<file path="config.mk">
export PLATFORM = sky130hd
export DESIGN_NAME = booth_radix4_multiplier
export DESIGN_NICKNAME = d
export VERILOG_FILES = /design/src/rtl/booth_radix4_multiplier.sv
export SDC_FILE = /design/constraint.sdc
export NUM_CORES = 1
export LEC_CHECK = 0
export BUFFER_PORTS_ARGS = -buffer_cell sky130_fd_sc_hd__buf_2
export CAP_MARGIN = 20
export CORE_MARGIN = 2
export CORE_UTILIZATION = 30
export DETAILED_ROUTE_END_ITERATION = 8
export PLACE_DENSITY_LB_ADDON = 0.25
export SKIP_LAST_GASP = 1
export SYNTH_ARGS = -nofsm -noshare
export SYNTH_HDL_FRONTEND = slang
export SYNTH_SLANG_ARGS = --single-unit
export TNS_END_PERCENT = 30
</file>
<file path="constraint.sdc">
create_clock -name clk -period 3 [get_ports clk]
set_input_delay 0.3 -clock clk [delete_from_list [all_inputs] [get_ports clk]]
set_output_delay 0.3 -clock clk [all_outputs]
set_load 0.02 [all_outputs]
</file>
<file path="src/rtl/booth_radix4_multiplier.sv">
// Multi-cycle radix-4 Booth multiplier. X then Y arrive serially on inBus, and the
// 2*WIDTH product leaves on outBus as two halves, high half first.
//
// state  | meaning
// IDLE   | waiting for start; X and mode captured with start
// LOADY  | Y captured, accumulator and recoding bit cleared
// CALC   | one Booth digit (two multiplier bits) retired per cycle
// OUTH   | product high half on outBus
// OUTL   | product low half on outBus
module booth_radix4_multiplier #(
  parameter int WIDTH = 6
) (
  input  logic             clk,
  input  logic             rst,
  input  logic             start,
  input  logic             is_signed,
  input  logic [WIDTH-1:0] inBus,
  output logic             busy,
  output logic             done,
  output logic             out_hi,
  output logic [WIDTH-1:0] outBus
);

  localparam int EW   = WIDTH + 2;
  localparam int ITER = EW / 2;
  localparam int CW   = (ITER > 1) ? $clog2(ITER) : 1;

  typedef enum logic [2:0] {
    S_IDLE  = 3'd0,
    S_LOADY = 3'd1,
    S_CALC  = 3'd2,
    S_OUTH  = 3'd3,
    S_OUTL  = 3'd4
  } state_t;

  state_t          state_q, state_d;
  logic [WIDTH-1:0] x_q, x_d;
  logic            mode_q, mode_d;
  logic [EW:0]     a_q, a_d;
  logic [EW-1:0]   y_q, y_d;
  logic            ym1_q, ym1_d;
  logic [CW-1:0]   cnt_q, cnt_d;

  logic [EW-1:0]       x_ext;
  logic [EW:0]         x_ext1;
  logic [EW:0]         pp;
  logic [EW:0]         sum;
  logic signed [2*EW+1:0] shifted;
  logic [2*WIDTH-1:0]  prod;

  always_ff @(posedge clk or negedge rst) begin
    if (!rst) begin
      state_q <= S_IDLE;
      x_q     <= '0;
      mode_q  <= 1'b0;
      a_q     <= '0;
      y_q     <= '0;
      ym1_q   <= 1'b0;
      cnt_q   <= '0;
    end else begin
      state_q <= state_d;
      x_q     <= x_d;
      mode_q  <= mode_d;
      a_q     <= a_d;
      y_q     <= y_d;
      ym1_q   <= ym1_d;
      cnt_q   <= cnt_d;
    end
  end

  // Booth digit selection; A carries one guard bit so +/-2X never overflows
  always_comb begin
    x_ext  = mode_q ? {{2{x_q[WIDTH-1]}}, x_q} : {2'b00, x_q};
    x_ext1 = {x_ext[EW-1], x_ext};
    pp     = '0;
    case ({y_q[1:0], ym1_q})
      3'b001, 3'b010: pp = x_ext1;
      3'b011:         pp = x_ext1 << 1;
      3'b100:         pp = -(x_ext1 << 1);
      3'b101, 3'b110: pp = -x_ext1;
      default:        pp = '0;
    endcase
    sum     = a_q + pp;
    shifted = $signed({sum, y_q, ym1_q}) >>> 2;
  end

  always_comb begin
    state_d = state_q;
    x_d     = x_q;
    mode_d  = mode_q;
    a_d     = a_q;
    y_d     = y_q;
    ym1_d   = ym1_q;
    cnt_d   = cnt_q;
    case (state_q)
      S_IDLE: begin
        if (start) begin
          x_d     = inBus;
          mode_d  = is_signed;
          state_d = S_LOADY;
        end
      end
      S_LOADY: begin
        y_d     = mode_q ? {{2{inBus[WIDTH-1]}}, inBus} : {2'b00, inBus};
        a_d     = '0;
        ym1_d   = 1'b0;
        cnt_d   = '0;
        state_d = S_CALC;
      end
      S_CALC: begin
        a_d   = shifted[2*EW+1 -: EW+1];
        y_d   = shifted[EW -: EW];
        ym1_d = shifted[0];
        cnt_d = cnt_q + CW'(1);
        if (cnt_q == CW'(ITER - 1)) state_d = S_OUTH;
      end
      S_OUTH:  state_d = S_OUTL;
      S_OUTL:  state_d = S_IDLE;
      default: state_d = S_IDLE;
    endcase
  end

  // After ITER steps, Y holds the low EW product bits and A the rest
  assign prod = {a_q[WIDTH-3:0], y_q};

  always_comb begin
    busy   = (state_q != S_IDLE);
    done   = (state_q == S_OUTH) || (state_q == S_OUTL);
    out_hi = (state_q == S_OUTH);
    outBus = '0;
    if (state_q == S_OUTH)      outBus = prod[2*WIDTH-1:WIDTH];
    else if (state_q == S_OUTL) outBus = prod[WIDTH-1:0];
  end

endmodule

</file>
==> metrics.txt <==
area added between synthesis and finish 19.4%; Netlist cell types between 40 and 50; complex-gate fraction of the synthesized area ~22%; type of the worst setup path flop to flop; endpoint required time on the critical path between 3000 and 4000 ps; type of the worst min-delay path input pin to asynchronous set/reset pin; DIE AREA 7190 sq um; final clock period utilization by the worst path between 90% and 100%; Worst IR Drop VDD approximately 560 uV; signal arrival time at the worst endpoint 3070 ps; antenna viol nets, final 0; depth of the CTS H-tree 1; die boundary width 84.8 microns; number of vias per cell ~5.1; Synth Instances around 210; total I/O pin count 19; cell area after synthesis about 2000 sq um; total via count in the routed design about 1600; run status complete, no violations; maximum buffer depth of the clock tree 2; net count of the finished layout 260; fill count 663; final wirelength approximately 4700 microns; Clock Skew around 1.2 ps; total clock buffers created by CTS 3; multi-input logic area about 1200 sq um; number of iterations in the first detailed-routing pass 4; number of clock sinks 28; Yosys Warn Count 0; mean routed wirelength per cell around 15 microns; Worst R2R Setup Slack 110 ps; proportion of layout cells with a drive suffix above 1 between 20% and 30%; number of antenna violations at the first check in global routing 0; Cell Count, Final, Fillers Out 315; number of global-route vias before repair approximately 1600; Total GRT Usage about 14%; number of diodes added for antenna fixing 0; Peak Freq between 300 and 400 MHz; Cell Count Post-Placement approximately 300; Final Hold Vio Count 0; Min Clock Period, post-route approximately 2900 ps; max-slew violation count 0; Static Leak around 1.1 nW; dominant combinational cell family by area after synthesis compound AO/OA/AOI/OAI gates; post-CTS clock slew at the launch and capture registers of the worst setup and hold paths roughly 100 ps; final HPWL from detailed placement between 3000 and 4000 microns; element type at the critical path end flop; TritonCTS clock tree yes; worst reg2reg path depth 13; relative slew slack between 40% and 50%; post-synthesis simple-gate area fraction between 15 and 20%; number of endpoints failing setup at the final stage 0; synthesized area per cell 9.36 sq um; mux share of post-synthesis cell area 7.10%; effective utilization at floorplan around 31%; clock latency of the later-clocked register in the worst-skew pair 280 ps; DRC violation count after routing 0; Reg-to-Reg End a_q[5]$_DFFE_PN0P_; maximum capacitance violations 0; master cell of the clock root buffer sky130_fd_sc_hd__clkbuf_8; count of state elements after synthesis 28; fraction of the yosys area taken by sequential cells 35.8%; final design utilization approximately 37%; Overflow after GRT 0; initial drt markers 86; FF/Latch Area ~700 sq um; largest net degree at the start of global routing 29; Pwr Density approximately 1300 nW/um^2; Core ar. ~6300 sq um; Vert. Die Dim between 80 and 90 microns; Synthesized Nets between 200 and 250; first-pass GRT wire length 8030 microns; count of hold buffers inserted by post-cts repair 0; Post-Synth XOR/XNOR Area under 10%; synthesized-area fraction occupied by adder cells under 10%; RSZ-0062 raised after global routing yes; PortBufs 18; number of cell rows 29; launch point of the worst reg-to-reg path x_q[0]$_DFFE_PN0P_; GPL Wtd Cong about 0.79; kind of launch point of the worst setup path flop; largest fanout on the critical path 4; Worst-Margin Slew around 760 ps
==> cells by family after synthesis <==
logic type,Yosys count
simple gates,66
mux,13
buf+inv,17
flops,28
xor+xnor,13
fa+ha+maj,11
compound gates,61
==> state kept, by name (all words and copies together) (netlist names) <==
name,cells
a_q,7
cnt_q,2
mode_q,1
state_q,3
x_q,6
y_q,8
ym1_q,1
==> critical path, cell delays in order (launching register included) <==
cell                       delay, ps
sky130_fd_sc_hd__dfrtp_1         400
sky130_fd_sc_hd__buf_4           150
sky130_fd_sc_hd__nor3_1          180
sky130_fd_sc_hd__xnor2_1         220
sky130_fd_sc_hd__nor2_1           80
sky130_fd_sc_hd__a211oi_1        210
sky130_fd_sc_hd__a21oi_1          60
sky130_fd_sc_hd__a21oi_1         190
sky130_fd_sc_hd__ha_1            290
sky130_fd_sc_hd__nor2b_1         150
sky130_fd_sc_hd__o21a_1          180
sky130_fd_sc_hd__a311o_1         360
sky130_fd_sc_hd__xor2_1          140
sky130_fd_sc_hd__a22o_1          170
==> cell usage in the layout, fill, tap and decap left out, types with 7 or more instances in the layout <==
| cell | synthesis | final |
|---|---|---|
| sky130_fd_sc_hd__mux2_2 | 7 | 7 |
| sky130_fd_sc_hd__a21oi_1 | 8 | 7 |
| sky130_fd_sc_hd__buf_2 | 5 | 18 |
| sky130_fd_sc_hd__buf_4 | 0 | 19 |
| sky130_fd_sc_hd__dfrtp_1 | 28 | 26 |
| sky130_fd_sc_hd__nand2_1 | 24 | 24 |
| sky130_fd_sc_hd__a22o_1 | 14 | 14 |
| sky130_fd_sc_hd__ha_1 | 10 | 10 |
| sky130_fd_sc_hd__o21ai_0 | 16 | 16 |
| sky130_fd_sc_hd__nor2_1 | 11 | 11 |
==> routing by layer <==
metal / track usage (%) / routed length, microns / part of all wire [%]
met1: 19.6 / 2350 / 50
met4: 2.31 / 33 / 0.71
met2: 22.7 / 2220 / 47
met3: 1.57 / 76 / 1.6
met5: 0 / 0 / 0
==> synth_stat cells (all sizes together) <==
cell / n / area [sq um]
a211oi: 1 / 7.51
a21o: 5 / 37.5
a21oi: 9 / 48.8
a221oi: 4 / 35.0
a22o: 14 / 123
a22oi: 3 / 22.5
a311o: 1 / 10.0
a31oi: 2 / 12.5
a41oi: 1 / 16.3
and2: 2 / 12.5
and3: 1 / 6.26
buf: 5 / 25.0
clkbuf: 7 / 26.3
dfrtp: 28 / 701
fa: 1 / 20.0
ha: 10 / 125
inv: 5 / 18.8
mux2: 7 / 78.8
mux2i: 6 / 60.1
nand2: 26 / 103
nand2b: 1 / 6.26
nand3: 6 / 30.0
nand3b: 2 / 15.0
nand4: 1 / 6.26
nor2: 12 / 47.6
nor2b: 5 / 31.3
nor3: 3 / 20.0
nor3b: 4 / 35.0
nor4: 1 / 21.3
o211ai: 1 / 7.51
o21a: 1 / 7.51
o21ai: 19 / 106
or2: 1 / 6.26
or3: 1 / 6.26
xnor2: 8 / 77.6
xor2: 5 / 43.8
==> final cells by class <==
cell class,count,area share [%]
inverters,5,0.803
well taps,77,4.12
clock inverters,1,1.28
repair buffers,37,9.96
flip-flops and latches,28,30.1
clock buffers,3,1.77
multi-input cells,164,52.0
==> worst max-delay path by stage <==
stage	depth (start not counted)	to	start
6_report	13	a_q[5]$_DFFE_PN0P_	x_q[0]$_DFFE_PN0P_
5_1_grt	13	a_q[5]$_DFFE_PN0P_	x_q[0]$_DFFE_PN0P_
4_1_cts	13	a_q[5]$_DFFE_PN0P_	x_q[0]$_DFFE_PN0P_
3_5_place_dp	13	a_q[5]$_DFFE_PN0P_	x_q[0]$_DFFE_PN0P_
3_3_place_gp	12	a_q[5]$_DFFE_PN0P_	x_q[2]$_DFFE_PN0P_
2_1_floorplan	12	a_q[5]$_DFFE_PN0P_	ym1_q$_DFFE_PN0P_
==> through the flow <==
| stage | cell area, sq um | hold slack [ps] | TNS (ps) | worst slack [ps] | power [mW] |
|---|---|---|---|---|---|
| floorplan | 1960 | 4.41 | 0 | 234 | 2.21 |
| detailed placement | 2200 | 368 | 0 | 107 | 2.71 |
| global placement | 2200 | 366 | 0 | 158 | 2.70 |
| CTS | 2280 | 64.2 | 0 | 86.2 | 3.01 |
| finish | 2340 | 26.7 | 0 | 111 | 3.12 |
| global route | 2340 | 88.5 | -89.9 | -56.6 | 3.40 |
==> where the power goes <==
part           internal (mW)  total [mW]  leakage [nW]  switching, mW
sequential             0.559       0.767         0.349          0.208
clock                  0.179       0.304        0.0357          0.125
combinational          0.978        2.05         0.703           1.07
==> what timing repair did <==
item                       in CTS  in global routing
gates resized for setup         0                  7
setup buffers                   0                  4
setup endpoints to repair       0                  2
No activity file was read; power rests on OpenSTA's default activity.
